`src/rtl/text_pkg.sv`:
```
// Shared constants for the text console: display geometry, ASCII control codes
// and the writer state encoding.
package text_pkg;
   localparam int H_DISPLAY       = 800;
   localparam int V_DISPLAY       = 600;
   localparam int FONT_W          = 8;
   localparam int FONT_H          = 8;
   localparam int COLUMNS         = H_DISPLAY / FONT_W;
   localparam int ROWS            = V_DISPLAY / FONT_H;
   localparam int TEXT_MEM_LENGTH = COLUMNS * ROWS;
   localparam int ADDR_W          = 13;

   localparam logic [7:0] ASCII_BS    = 8'h08;
   localparam logic [7:0] ASCII_LF    = 8'h0A;
   localparam logic [7:0] ASCII_FF    = 8'h0C;
   localparam logic [7:0] ASCII_CR    = 8'h0D;
   localparam logic [7:0] ASCII_SPACE = 8'h20;

   typedef enum logic [1:0] {
      S_READY,
      S_CLR_LINE,
      S_CLR_SCREEN
   } writer_state_e;
endpackage

```
`src/rtl/text_cursor_counter.sv`:
```
// Cursor position over the character grid; row_base tracks row*COLUMNS so the
// cell address needs only an adder.
module text_cursor_counter #(
   parameter int COLUMNS = text_pkg::COLUMNS,
   parameter int ROWS    = text_pkg::ROWS,
   parameter int ADDR_W  = text_pkg::ADDR_W
) (
   input  logic              clock,
   input  logic              reset,
   input  logic              inc_col,
   input  logic              dec_col,
   input  logic              new_line,
   input  logic              carriage_return,
   input  logic              home,
   output logic [6:0]        col,
   output logic [6:0]        row,
   output logic [ADDR_W-1:0] addr,
   output logic              col_wrap
);
   logic [6:0]        col_q, col_d, row_q, row_d;
   logic [ADDR_W-1:0] base_q, base_d;
   logic              row_last;

   assign col_wrap = (col_q == 7'(COLUMNS - 1));
   assign row_last = (row_q == 7'(ROWS - 1));

   always_comb begin
      col_d  = col_q;
      row_d  = row_q;
      base_d = base_q;
      if (home) begin
         col_d  = '0;
         row_d  = '0;
         base_d = '0;
      end else if (new_line || (inc_col && col_wrap)) begin
         col_d = '0;
         if (row_last) begin
            row_d  = '0;
            base_d = '0;
         end else begin
            row_d  = row_q + 7'd1;
            base_d = base_q + ADDR_W'(COLUMNS);
         end
      end else if (inc_col) begin
         col_d = col_q + 7'd1;
      end else if (dec_col && (col_q != 7'd0)) begin
         col_d = col_q - 7'd1;
      end else if (carriage_return) begin
         col_d = '0;
      end
   end

   always_ff @(posedge clock) begin
      if (reset) begin
         col_q  <= '0;
         row_q  <= '0;
         base_q <= '0;
      end else begin
         col_q  <= col_d;
         row_q  <= row_d;
         base_q <= base_d;
      end
   end

   assign col  = col_q;
   assign row  = row_q;
   assign addr = base_q + ADDR_W'(col_q);
endmodule

```
`src/rtl/text_console_writer.sv`:
```
// Turns an ASCII byte stream into text-memory write strobes.
// state        | meaning
// S_READY      | accepting bytes, one per cycle
// S_CLR_LINE   | writing FILL_CHAR across the cursor row, input stalled
// S_CLR_SCREEN | writing FILL_CHAR to every cell, input stalled
module text_console_writer
   import text_pkg::*;
#(
   parameter int         COLUMNS          = text_pkg::COLUMNS,
   parameter int         ROWS             = text_pkg::ROWS,
   parameter int         ADDR_W           = text_pkg::ADDR_W,
   parameter logic [7:0] FILL_CHAR        = 8'h20,
   parameter bit         CLEAR_ON_NEWLINE = 1'b1,
   parameter bit         CLEAR_ON_RESET   = 1'b0
) (
   input  logic              clock,
   input  logic              reset,
   input  logic [7:0]        in_data,
   input  logic              in_valid,
   output logic              in_ready,
   output logic [7:0]        write_data,
   output logic [ADDR_W-1:0] write_address,
   output logic              write_enable,
   output logic [6:0]        cursor_col,
   output logic [6:0]        cursor_row,
   output logic              busy
);
   localparam logic [ADDR_W-1:0] LINE_LAST   = ADDR_W'(COLUMNS - 1);
   localparam logic [ADDR_W-1:0] SCREEN_LAST = ADDR_W'(COLUMNS * ROWS - 1);

   writer_state_e     state_q, state_d;
   logic [ADDR_W-1:0] cnt_q, cnt_d, waddr_q, waddr_d, cur_addr;
   logic [7:0]        wdata_q, wdata_d;
   logic              we_q, we_d, ready_q, busy_q, init_q;
   logic              inc_col, dec_col, new_line, carriage_return, home, col_wrap;
   logic              accept, printable;

   text_cursor_counter #(
      .COLUMNS (COLUMNS),
      .ROWS    (ROWS),
      .ADDR_W  (ADDR_W)
   ) u_cursor (
      .clock           (clock),
      .reset           (reset),
      .inc_col         (inc_col),
      .dec_col         (dec_col),
      .new_line        (new_line),
      .carriage_return (carriage_return),
      .home            (home),
      .col             (cursor_col),
      .row             (cursor_row),
      .addr            (cur_addr),
      .col_wrap        (col_wrap)
   );

   assign accept    = in_valid & ready_q;
   assign printable = (in_data >= 8'h20) && (in_data <= 8'h7E);

   always_comb begin
      state_d         = state_q;
      cnt_d           = cnt_q;
      we_d            = 1'b0;
      wdata_d         = wdata_q;
      waddr_d         = waddr_q;
      inc_col         = 1'b0;
      dec_col         = 1'b0;
      new_line        = 1'b0;
      carriage_return = 1'b0;
      home            = 1'b0;
      case (state_q)
         S_READY: begin
            if (init_q) begin
               state_d = S_CLR_SCREEN;
               cnt_d   = '0;
            end else if (accept) begin
               if (printable) begin
                  we_d    = 1'b1;
                  wdata_d = in_data;
                  waddr_d = cur_addr;
                  inc_col = 1'b1;
                  if (col_wrap && CLEAR_ON_NEWLINE) begin
                     state_d = S_CLR_LINE;
                     cnt_d   = '0;
                  end
               end else begin
                  case (in_data)
                     ASCII_CR: carriage_return = 1'b1;
                     ASCII_LF: begin
                        new_line = 1'b1;
                        if (CLEAR_ON_NEWLINE) begin
                           state_d = S_CLR_LINE;
                           cnt_d   = '0;
                        end
                     end
                     ASCII_BS: begin
                        if (cursor_col != 7'd0) begin
                           dec_col = 1'b1;
                           we_d    = 1'b1;
                           wdata_d = FILL_CHAR;
                           waddr_d = cur_addr - ADDR_W'(1);
                        end
                     end
                     ASCII_FF: begin
                        home    = 1'b1;
                        state_d = S_CLR_SCREEN;
                        cnt_d   = '0;
                     end
                     default: ;
                  endcase
               end
            end
         end
         S_CLR_LINE: begin
            // cursor sits at column 0 here, so cur_addr is the row base
            we_d    = 1'b1;
            wdata_d = FILL_CHAR;
            waddr_d = cur_addr + cnt_q;
            if (cnt_q == LINE_LAST) state_d = S_READY;
            else                    cnt_d   = cnt_q + ADDR_W'(1);
         end
         S_CLR_SCREEN: begin
            we_d    = 1'b1;
            wdata_d = FILL_CHAR;
            waddr_d = cnt_q;
            if (cnt_q == SCREEN_LAST) state_d = S_READY;
            else                      cnt_d   = cnt_q + ADDR_W'(1);
         end
         default: state_d = S_READY;
      endcase
   end

   always_ff @(posedge clock) begin
      if (reset) begin
         state_q <= S_READY;
         cnt_q   <= '0;
         waddr_q <= '0;
         wdata_q <= '0;
         we_q    <= 1'b0;
         ready_q <= 1'b0;
         busy_q  <= 1'b0;
         init_q  <= CLEAR_ON_RESET;
      end else begin
         state_q <= state_d;
         cnt_q   <= cnt_d;
         waddr_q <= waddr_d;
         wdata_q <= wdata_d;
         we_q    <= we_d;
         ready_q <= (state_d == S_READY);
         busy_q  <= (state_d != S_READY);
         init_q  <= 1'b0;
      end
   end

   assign in_ready      = ready_q;
   assign busy          = busy_q;
   assign write_enable  = we_q;
   assign write_data    = wdata_q;
   assign write_address = waddr_q;
endmodule

```
`config.mk`:
```
export PLATFORM = sky130hd
export DESIGN_NAME = text_console_writer
export DESIGN_NICKNAME = d
export VERILOG_FILES = /design/src/rtl/text_pkg.sv /design/src/rtl/text_cursor_counter.sv /design/src/rtl/text_console_writer.sv
export SDC_FILE = /design/constraint.sdc
export NUM_CORES = 1
export LEC_CHECK = 0
export ABC_AREA = 1
export ABC_CLOCK_PERIOD_IN_PS = 4500
export BUFFER_PORTS_ARGS = -buffer_cell sky130_fd_sc_hd__buf_2
export CAP_MARGIN = 15
export CORE_MARGIN = 5
export CORE_UTILIZATION = 35
export CTS_CLUSTER_SIZE = 12
export DETAILED_ROUTE_END_ITERATION = 8
export SLEW_MARGIN = 20
export SYNTH_ARGS = -nofsm -noshare
export SYNTH_HDL_FRONTEND = slang
export SYNTH_SLANG_ARGS = --single-unit
```
`constraint.sdc`:
```
create_clock -name clock -period 4.5 [get_ports clock]
set_input_delay 0.225 -clock clock [delete_from_list [all_inputs] [get_ports clock]]
set_output_delay 0.225 -clock clock [all_outputs]
set_load 0.02 [all_outputs]
```
After elaboration in Yosys (flattened, before gate mapping) --
Index checks and enable logic that the tools add are counted.
Storage, ports and cells: register bits after elaboration 66, output and inout bits 38
Cells by class: add/sub/neg operators 8, magnitude comparators 2, equality and inequality tests 17, mux-type cells 52, bitwise logic cells 1, reduce and logical (&&, ||, !) cells 18
Operators with widths (number):
- $mux W13 | 11
- $pmux W13 S3 | 2
- $eq A8 B4 Y1 const B | 4
- $mux W8 | 4
- $mux W7 | 4
- $mux W1 | 22
- $pmux W8 S2 | 1
- $add A7 B1 Y7 const B | 2
- $eq A7 B7 Y1 const B | 2
- $add A13 B1 Y13 const B | 1
- $add A13 B13 Y13 | 1
- $add A13 B7 Y13 | 1
- $add A13 B7 Y13 const B | 1
- $eq A13 B13 Y1 const B | 1
- $eq A13 B7 Y1 const B | 1
- $sub A13 B1 Y13 const B | 1
- $mux W2 | 5
- $ge A8 B6 Y1 const B | 1
- $le A8 B7 Y1 const B | 1
- $reduce_and A4 Y1 | 2
- $reduce_bool A7 Y1 | 1
- $sub A7 B1 Y7 const B | 1
- $ne A2 B2 Y1 const B | 3
- $ne A3 B2 Y1 const B | 2
- other kinds (15) | 23

Depth between registers and ports, before layout --
word-level depth 9, depth in mapped cells 22, depth with buffers taken out 22

Modules after synthesis --
Synthesis repeated with hierarchy kept, for this count alone.
Unflattened totals: cell total of the unflattened synthesis 866, area total of the unflattened synthesis 5345.1 µm²
By module, submodules not included:
- text_console_writer | times used 1, cells an instance 591, area each 3517.1 µm², seq. area each 780.7 µm²
- text_cursor_counter | times used 1, cells an instance 275, area each 1828.0 µm², seq. area each 500.5 µm²

Worst setup path before layout --
No wires, ideal clock.
path type flip-flop to flip-flop, start point reg u_cursor.col_q[3] (netlist: u_cursor.col[3]), end point reg waddr_q[8] (netlist: write_address[8]), arrival time 2.592 ns, path slack 1.789 ns, cell stages (with the launch flop) 19, buffers on the path 0, clock period less this slack 2.711 ns, cells stage by stage dfxtp_1 > ha_1 > nand2_1 > nand2_1 > nand2_1 > nand2_1 > nand2_1 > nand2_1 > inv_1 > ha_1 > a21oi_1 > o21ai_0 > inv_1 > nand2_1 > or2_2 > nand3_1 > o21ai_0 > a21oi_1 > a21oi_1
On the way: word-level cells in the longest chain between the ends 7, elaborated cells on any way between the ends 11, classes of those cells 3 x add/sub; 1 x eq/ne; 5 x mux; 2 x reduce/logical
RTL lines:
- start, declared | RTL line text_cursor_counter.sv:20 | logic [6:0] col_q, col_d, row_q, row_d;
- start signal, assigned | RTL line text_cursor_counter.sv:59 | col_q <= col_d;
- $add A13 B7 Y13 | RTL line text_cursor_counter.sv:67 | assign addr = base_q + ADDR_W'(col_q);
- $sub A13 B1 Y13 | RTL line text_console_writer.sv:100 | waddr_d = cur_addr - ADDR_W'(1);
- $mux W13 | RTL line text_console_writer.sv:96 | if (cursor_col != 7'd0) begin
- $mux W13 | RTL line text_console_writer.sv:86 | case (in_data)
- $mux W13 | RTL line text_console_writer.sv:76 | if (printable) begin
- $mux W13 | RTL line text_console_writer.sv:75 | end else if (accept) begin
- $pmux W13 S3 | RTL line text_console_writer.sv:70 | case (state_q)
- end signal, assigned | RTL line text_console_writer.sv:145 | waddr_q <= waddr_d;
- end, declared | RTL line text_console_writer.sv:32 | logic [ADDR_W-1:0] cnt_q, cnt_d, waddr_q, waddr_d, cur_addr;
Several ways; a longest one is shown, not always the timed one. The select of a mux whose other input is x is not followed. A chain may end at the register's enable or synchronous reset.

Final worst setup path --
start point reg u_cursor.col_q[2] (netlist: u_cursor.col[2]), end point reg waddr_q[8] (netlist: write_address[8])
Same word-level chain as after synthesis.

==> results_dict.tcl <==
set metrics [dict create \
    routed_wirelength_um 14040 \
    yosys-top-cells-count "nand2_1, nor2_1, inv_1, nand3_1, a21oi_1" \
    gp_congestion 0.9515 \
    wire_per_inst_um 13.76 \
    dr.pass1.iters 5 \
    grt.overflow.total 0 \
    cts_tree "built" \
    yosys.area.top_type "dfxtp_1" \
    drtIter0Drc 318 \
    yosys_warnings 0 \
    ir_drop_mv 0.2088 \
    placed_cells_incl_taps 1006 \
    n_antenna_cell 0 \
    ys_ff_latch 64 \
    ioPinCount 49 \
    insertion_delay_ns 0.35 \
    synth.avg_cell_area_um2 6.253 \
    area_growth_pct 13.00 \
    fp.dieW_um 129.3 \
    hold_violations 0 \
    worst_hold_slack_ns 0.1722 \
    max_freq_mhz 321.5 \
    root_buffer "clkbuf_16" \
    post-dp-hpwl_um 10890 \
    synth_fp_nets 836 \
    synth_most_common_cell "nand2_1" \
    period_share_pct 69.11 \
    grt_max_degree 34 \
    final_cells 1021 \
    rsz0062_at_grt "false" \
    tightest_slew_ns 0.7086 \
    crit_fanout 9 \
    finalSetupViolCount 0 \
    final_nets 877 \
    ys_types 45 \
    crit_required_ns 4.73 \
    htreeDepth 3 \
    cp-start-kind "flop" \
    critPathCaptureType "flop" \
    netlist_area_um2 4977 \
    fp-row-count 43 \
    worst_clock_skew_ns 0.003477 \
    cpPeakStageDelay_ns 0.49 \
    critical_path_class "flop to flop" \
    cts.sinks 64 \
    postCtsResizedCells 0 \
    period_minus_slack_ns 3.110 \
    drive_gt1_share_pct 11.65 \
    io_buffers 48 \
    post-route-drc-count 0 \
    cts_setup_buffers 0 \
    tns_ns 0 \
    final_antenna_net_count 0 \
    grt_pass1_vias 4804 \
    drv_slew 0 \
    synth_edf_count 0 \
    synth_area_leaders "dfxtp_1, nand2_1, nand3_1, nor2_1, ha_1" \
    vias 5164 \
    cpMostUsedCell "nand2_1" \
    status "finished, final reports clean" \
    synthFlopType "dfxtp_1" \
    die_area_um2 16710 \
    die_h_um 129.3 \
    antenna_found_initial 0 \
    viasPerCell 5.058 \
    cts-buffers-inserted 9 \
    synth.yosys.seq_area_share_pct 25.74 \
    path_buf_inv 2 \
    power.leakage_uw 0.002582 \
    cts.path.max_buffers 2 \
    grt_pass1_wl_um 23510 \
    maxSlewHeadroom_pct 52.47 \
    synthArstFlopShare_pct 0 \
    slowest_stage "dfxtp_1" \
    drv_cap 0 \
    p_per_area_nw_per_um2 279.1 \
    grtUsageTotal_pct 17.53 \
    crit_chain "ha_1 -> nand2_1 -> nand2_1 -> nand2_1 -> nand2_1 -> nand2_1 -> nand2_1 -> inv_1 -> ha_1 -> a21oi_1 -> o21ai_0 -> inv_1 -> nand2_1 -> or2_2 -> nand3_1 -> o21ai_0 -> a21oi_1 -> a21oi_1" \
    crit_family "simple AND/OR/NAND/NOR gates" \
    core_area_um2 13930 \
    start_util_pct 35.72 \
    path_clk_slew_ns 0.05 \
    synth_top_area_share_pct 25.74 \
    netlist_instances 796 \
    hold_buffers 0 \
    hold_class "input pin to flop" \
    arrival_ns 3.34 \
]
## tightest hold or removal path: cells and delay by family
family | cells | cell delay (ns)
compound gates | 1 | 0.06
simple gates | 1 | 0.09
buf+inv | 1 | 0.11
## report_power, final
group          switching (µW)  internal [µW]
registers                15.8            586
clock network             264            440
logic                     185           78.9
total                     465           1110
## logic make-up after synthesis
group / after synthesis / synth area share (%)
xor gates and xnor gates: 17 / 2.991
buffers and inverters: 114 / 9.703
DFF: 64 / 25.74
and+or+nand+nor: 432 / 38.89
adders and majority gates: 29 / 7.441
AOI/OAI and AO/OA: 140 / 15.23
## routing by layer
layer / share of wire [%] / track usage (%)
met5: 0 / 0
met4: 2.0 / 6.115
met1: 48 / 23.19
met2: 45 / 28.69
met3: 4.6 / 3.256
## flip-flops by register name, summed over array words and instances (netlist names)
signal	count
write_data	8
write_enable	1
u_cursor.base_q	11
write_address	13
u_cursor.row	7
u_cursor.col	7
busy	1
state_q	2
in_ready	1
cnt_q	13
## worst paths after layout
check | from | endpoint | slack, ns | cells after the start
max | u_cursor.col[2] | write_address[8] | 1.39 | 18
max reg2reg | u_cursor.col[2] | write_address[8] | 1.39 | 18
min | in_data[6] | write_data[6] | 0.17 | 3
min reg2reg | write_data[7] | write_data[7] | 0.44 | 2
## cell usage in the layout, fill, tap and decap left out, drive strengths merged, types with 6 or more instances in the layout
master,count
a21oi,67
buf,49
clkbuf,12
dfxtp,64
ha,28
inv,93
nand2,204
nand3,75
nand4,7
nor2,109
nor3,23
nor4,6
o21ai,52
xor2,16
## layout make-up
type,count,area (µm²)
sequential,64,1281
inverter,95,367.9
timing repair buffer,49,247.7
clock buffer,12,246.5
tap,180,225.2
fill,1508,8310
clock inverter,3,42.54
multi-input combinational,618,3213
## metrics by stage
| stage | instance area [µm²] | util (%) | setup WS (ns) | total power, µW |
|---|---|---|---|---|
| after detailed placement | 5335 | 38.29 | 1.431 | 878.6 |
| after CTS | 5624 | 40.36 | 1.410 | 1592 |
| after global routing | 5624 | 40.36 | 1.002 | 1650 |
| after floorplan | 4977 | - | 1.789 | 803.6 |
| final | 5624 | 40.36 | 1.390 | 1570 |
| after global placement | 5335 | 38.29 | 1.454 | 880.2 |
No activity file was read; power rests on OpenSTA's default activity.
